**src/rtl/dmem_port_arbiter.sv**
```systemverilog
`default_nettype none
// dmem_port_arbiter: shares the single data-memory port between the LSU and a debug/loader port.
// LSU has priority, a starvation counter guarantees DBG progress, and a lock handshake hands DBG exclusive ownership.
module dmem_port_arbiter #(
  parameter int AW           = 10,
  parameter int STARVE_LIMIT = 4
) (
  input  logic          i_clk,
  input  logic          i_rst_n,

  input  logic          i_lsu_req,
  input  logic          i_lsu_we,
  input  logic [AW-1:0] i_lsu_addr,
  input  logic [31:0]   i_lsu_wdata,
  input  logic [3:0]    i_lsu_be,
  output logic          o_lsu_gnt,
  output logic          o_lsu_rvalid,
  output logic [31:0]   o_lsu_rdata,

  input  logic          i_dbg_req,
  input  logic          i_dbg_we,
  input  logic [AW-1:0] i_dbg_addr,
  input  logic [31:0]   i_dbg_wdata,
  input  logic [3:0]    i_dbg_be,
  output logic          o_dbg_gnt,
  output logic          o_dbg_rvalid,
  output logic [31:0]   o_dbg_rdata,

  input  logic          i_dbg_lock,
  output logic          o_lock_ack,

  output logic          o_mem_en,
  output logic          o_mem_we,
  output logic [AW-1:0] o_mem_addr,
  output logic [31:0]   o_mem_wdata,
  output logic [3:0]    o_mem_be,
  input  logic [31:0]   i_mem_rdata
);

  typedef enum logic [1:0] {
    ST_NORMAL = 2'd0,
    ST_DRAIN  = 2'd1,
    ST_LOCKED = 2'd2
  } state_t;

  typedef enum logic [1:0] {
    OWN_NONE = 2'd0,
    OWN_LSU  = 2'd1,
    OWN_DBG  = 2'd2
  } owner_t;

  state_t     state;
  owner_t     rsp_owner;
  logic [3:0] starve_cnt;

  logic       starved;
  logic       lsu_win;
  logic       dbg_win;
  logic       lsu_read;
  logic       dbg_read;
  logic       lsu_rvalid;
  logic       dbg_rvalid;

  assign starved = (starve_cnt == 4'(STARVE_LIMIT));

  // Grants are gated by reset so nothing reaches memory while reset is asserted.
  always_comb begin
    lsu_win = 1'b0;
    dbg_win = 1'b0;
    if (i_rst_n) begin
      if (state == ST_NORMAL) begin
        if (i_lsu_req && !(i_dbg_req && starved)) begin
          lsu_win = 1'b1;
        end else if (i_dbg_req) begin
          dbg_win = 1'b1;
        end
      end else begin
        dbg_win = i_dbg_req;
      end
    end
  end

  assign lsu_read = lsu_win && !i_lsu_we;
  assign dbg_read = dbg_win && !i_dbg_we;

  assign o_lsu_gnt = lsu_win;
  assign o_dbg_gnt = dbg_win;

  always_comb begin
    o_mem_en    = 1'b0;
    o_mem_we    = 1'b0;
    o_mem_addr  = '0;
    o_mem_wdata = '0;
    o_mem_be    = '0;
    if (lsu_win) begin
      o_mem_en    = 1'b1;
      o_mem_we    = i_lsu_we;
      o_mem_addr  = i_lsu_addr;
      o_mem_wdata = i_lsu_wdata;
      o_mem_be    = i_lsu_be;
    end else if (dbg_win) begin
      o_mem_en    = 1'b1;
      o_mem_we    = i_dbg_we;
      o_mem_addr  = i_dbg_addr;
      o_mem_wdata = i_dbg_wdata;
      o_mem_be    = i_dbg_be;
    end
  end

  // A response still in flight when reset arrives is dropped, not delivered.
  assign lsu_rvalid   = i_rst_n && (rsp_owner == OWN_LSU);
  assign dbg_rvalid   = i_rst_n && (rsp_owner == OWN_DBG);
  assign o_lsu_rvalid = lsu_rvalid;
  assign o_dbg_rvalid = dbg_rvalid;
  assign o_lsu_rdata  = lsu_rvalid ? i_mem_rdata : 32'd0;
  assign o_dbg_rdata  = dbg_rvalid ? i_mem_rdata : 32'd0;
  assign o_lock_ack   = i_rst_n && (state == ST_LOCKED);

  always_ff @(posedge i_clk) begin
    if (!i_rst_n) begin
      state      <= ST_NORMAL;
      rsp_owner  <= OWN_NONE;
      starve_cnt <= 4'd0;
    end else begin
      if (lsu_read) begin
        rsp_owner <= OWN_LSU;
      end else if (dbg_read) begin
        rsp_owner <= OWN_DBG;
      end else begin
        rsp_owner <= OWN_NONE;
      end

      if ((state == ST_LOCKED) || !i_dbg_req || dbg_win) begin
        starve_cnt <= 4'd0;
      end else if (starve_cnt != 4'hF) begin
        starve_cnt <= starve_cnt + 4'd1;
      end

      // DRAIN holds until no read is left owing a response past this edge.
      case (state)
        ST_NORMAL: if (i_dbg_lock) state <= ST_DRAIN;
        ST_DRAIN: begin
          if (!i_dbg_lock) begin
            state <= ST_NORMAL;
          end else if (!(lsu_read || dbg_read)) begin
            state <= ST_LOCKED;
          end
        end
        ST_LOCKED: if (!i_dbg_lock) state <= ST_NORMAL;
        default: state <= ST_NORMAL;
      endcase
    end
  end

endmodule
`default_nettype wire
```
**config.mk**
```make
export PLATFORM = sky130hd
export DESIGN_NAME = dmem_port_arbiter
export DESIGN_NICKNAME = d
export VERILOG_FILES = /design/src/rtl/dmem_port_arbiter.sv
export SDC_FILE = /design/constraint.sdc
export NUM_CORES = 1
export LEC_CHECK = 0
export CELL_PAD_IN_SITES_DETAIL_PLACEMENT = 1
export CELL_PAD_IN_SITES_GLOBAL_PLACEMENT = 2
export CORE_AREA = 2 2 116 162
export CTS_CLUSTER_SIZE = 25
export DETAILED_ROUTE_END_ITERATION = 10
export DIE_AREA = 0 0 118 164
export PLACE_DENSITY = 0.89
export SLEW_MARGIN = 10
export SYNTH_ARGS = -nofsm -noshare
export SYNTH_HDL_FRONTEND = slang
export SYNTH_SLANG_ARGS = --single-unit
```
**constraint.sdc**
```tcl
create_clock -name i_clk -period 3 [get_ports i_clk]
set_input_delay 0.45 -clock i_clk [delete_from_list [all_inputs] [get_ports i_clk]]
set_output_delay 0.45 -clock i_clk [all_outputs]
set_load 0.1 [all_outputs]
```
==> run_results.csv <==
group,metric,value,unit
worst_setup_path,worstSetupEndpointType,"output pin",
worst_setup_path,r2r-start,"starve_cnt[0]",
yosys,synth_top_family_by_area,"simple AND/OR/NAND/NOR gates",
final_layout,seq_area,160,um2
global_route,antenna_found_initial,0,
final_layout,fill_cells,1987,
global_route,track_usage,11.2,%
yosys,syn_area_per_cell,6.41,um2
cts,clockRootBuffer,"clkbuf_16",
worst_setup_path,crit_family,"buffers and inverters",
timing,final_max_slew_viol_count,0,
cts,insertion_delay,0.24,ns
flow_run,cap_viol_max_count,0,
run_status,status,"finished clean",
timing,worst_pin_slew,0.435,ns
routing,wire_per_inst,14.7,um
timing,slew_headroom,71.0,%
worst_setup_path,critPathBufInv,3,
routing,drtIter0Drc,71,
yosys,synth_seq_cells,8,
worst_setup_path,rrSetupSlack,1.45,ns
yosys,ys_types,28,
power,pwr-share-seq,7.8,%
final_layout,final_common_cell,"clkdlybuf4s50_1",
cts,cts_made_buffers,3,
power,total_power,1.44,mW
routing,drc,0,
timing,skew,0.00267,ns
global_route,grt_max_degree,43,
global_route,grt_pass1_vias,3181,
final_layout,fin_area,5890,um2
power,p_per_area,244,nW/um2
timing,whs,0.474,ns
timing,setup_viol,0,
yosys,ys_warn_count,0,
power,clkPwrFrac,15.7,%
cts,clk_pin_slew_worst_paths,0.04,ns
worst_setup_path,crit_path_cell_trace,"clkdlybuf4s50_1 -> nand4b_1 -> nand2_4 -> buf_12 -> mux2i_1 -> buf_12",
worst_setup_path,r2r_end,"starve_cnt[3]",
placement,placed_area,5810,um2
floorplan,row_count,58,
cts,clkSinkCount,8,
worst_setup_path,required,2.55,ns
timing,fin_crit_sh,92.5,%
final_layout,antennaDiodeCount,0,
final_layout,nets,644,
final_layout,multi_input_area,1620,um2
worst_setup_path,cp_max_fo,31,
floorplan,die_h,164,um
cts,cts_resized,0,
timing,clock.fmax,360,MHz
worst_setup_path,critical_path.max_stage_delay,0.64,ns
worst_setup_path,reg2reg_depth,6,
cts,cts_setup_buffers,0,
power,swShare,48.6,%
routing,drtPass1Iterations,4,
worst_setup_path,crit_start,"i_dbg_req",
final_layout,post_route_cells_drive_above_1_share,34.4,%
routing,viasPerCell,3.78,
worst_setup_path,cp.arrival,2.33,ns
timing,hold_viol,0,
final_layout,utilization,32.9,%
cts,htree_levels,1,
yosys,yosys.area.top_type_share,27.9,%
global_route,grt-ovfl-total,0,
timing,rsz0062_at_grt,"false",
placement,place_congestion,0.737,
final_layout,most-common-layout-cells,"clkdlybuf4s50_1 (129), buf_12 (119), nand2_1 (97)",
power,peakVddDrop,0.136,mV
hold_path,hp-class,"reg2reg",
timing,setup_ws,0.224,ns
yosys,synth-xor-area-share,0.499,%
placement,io_buffers,247,
power,p_sw,0.699,mW
floorplan,core-area,17900,um2
floorplan,die_w,118,um
yosys,synth-simple-area-share,52.1,%
power,leakage,2.30,nW
yosys,synth_seq_area_share,9.12,%
yosys,yosys-top-cells-area,"mux2i_1 (28%), and2_1 (23%), nand2_1 (21%)",
floorplan,io_pins,248,
floorplan,initial_core_util,9.80,%
routing,ant_nets,0,
yosys,synth_mux_area_share,27.9,%
worst_setup_path,cp-start-kind,"input pin",
routing,drt_wl_total,11.0,mm
placement,dpl_worst_slack,0.239,ns
yosys,netlist.top_cell.by_area,"mux2i_1",
routing,num_vias,2828,
power,pwr-share-comb,76.4,%
worst_setup_path,critPathKind,"in2out",
yosys,synth-compound-area-share,1.28,%
yosys,synth_fp_nets,407,
yosys,netlist_instances,274,
cts,hold_buffers,0,
yosys,synth_fa_ha_area_share,1.42,%
yosys,syn_area,1760,um2
final_layout,syn_to_final_growth,235,%
placement,dp.final_hpwl,9.57,mm
worst_setup_path,worst-path-stages,6,
timing,period_needed,2.78,ns
worst_setup_path,cp-endpoint,"o_mem_wdata[9]",
power,p_int,0.740,mW
cts,clk_path_buf_depth,2,
floorplan,die-area,19400,um2
cts,tritoncts,"done",
worst_setup_path,critical-path-slowest-cell,"clkdlybuf4s50_1",
worst_setup_path,crit_top_cell,"buf_12",
global_route,grt_pass1_wl,17.4,mm
-- registers in the layout, indices dropped and copies added (netlist names) --
name and count:
starve_cnt 4, state 2, rsp_owner 2
-- logic make-up after synthesis --
family          after synthesis
compound gates                4
xor+xnor                      1
fa+ha+maj                     2
buf+inv                      26
flops                         8
mux                          49
simple gates                184
-- worst min-delay path by stage --
stage / from / endpoint / slack (ns) / cells past startpoint
after floorplan: state[1] / state[0] / 0.44 / 1
after global placement: state[1] / state[0] / 0.45 / 1
after detailed placement: state[1] / state[0] / 0.47 / 1
after CTS: state[1] / state[0] / 0.47 / 1
after global routing: state[1] / state[0] / 0.49 / 1
final: state[1] / state[0] / 0.47 / 1
-- metal layers --
metal,GRT usage (%),wire length [um],vias to the layer above
met1,11.4,3760,1295
met5,0,0,-
li1,-,-,1342
met4,2.35,138,0
met3,4.34,1200,9
met2,21.7,5900,182
-- cell usage after synthesis --
master / number
buf_4: 5
nand4b_1: 1
and2_1: 65
nor3b_2: 2
a211oi_1: 1
mux2i_1: 49
nor4_1: 3
buf_1: 2
nor4_2: 1
nand3_1: 2
dfxtp_1: 8
buf_6: 1
a21oi_1: 2
inv_1: 3
clkbuf_2: 1
nor3_1: 1
clkbuf_1: 6
xnor2_1: 1
inv_2: 1
nor2_1: 5
nand2_2: 1
o21ai_0: 1
buf_2: 7
ha_1: 2
nand2b_1: 2
nand2_1: 97
nor2b_1: 2
nand3b_1: 2
-- cell type report --
class	instances	share of cell area (%)
Multi-Input combinational cell	240	27.6
Clock buffer	3	1.27
Tap cell	240	5.10
Inverter	4	0.255
Timing Repair Buffer	254	63.1
Sequential cell	8	2.72
-- power by group through the flow --
stage / sequential, mW / combinational (mW) / clock, mW
4_1_cts: 0.113 / 1.11 / 0.229
3_5_place_dp: 0.114 / 1.11 / 0
3_3_place_gp: 0.114 / 1.10 / 0
2_1_floorplan: 0.114 / 0.612 / 0
6_report: 0.113 / 1.10 / 0.227
5_1_grt: 0.113 / 1.14 / 0.233
-- stage by stage --
step / cells / setup TNS [ns]
after floorplan: 274 / -0.624
after global placement: 746 / 0
after detailed placement: 746 / 0
after CTS: 749 / 0
after global routing: 749 / 0
final: 749 / 0
(Power assumes the default switching activity.)
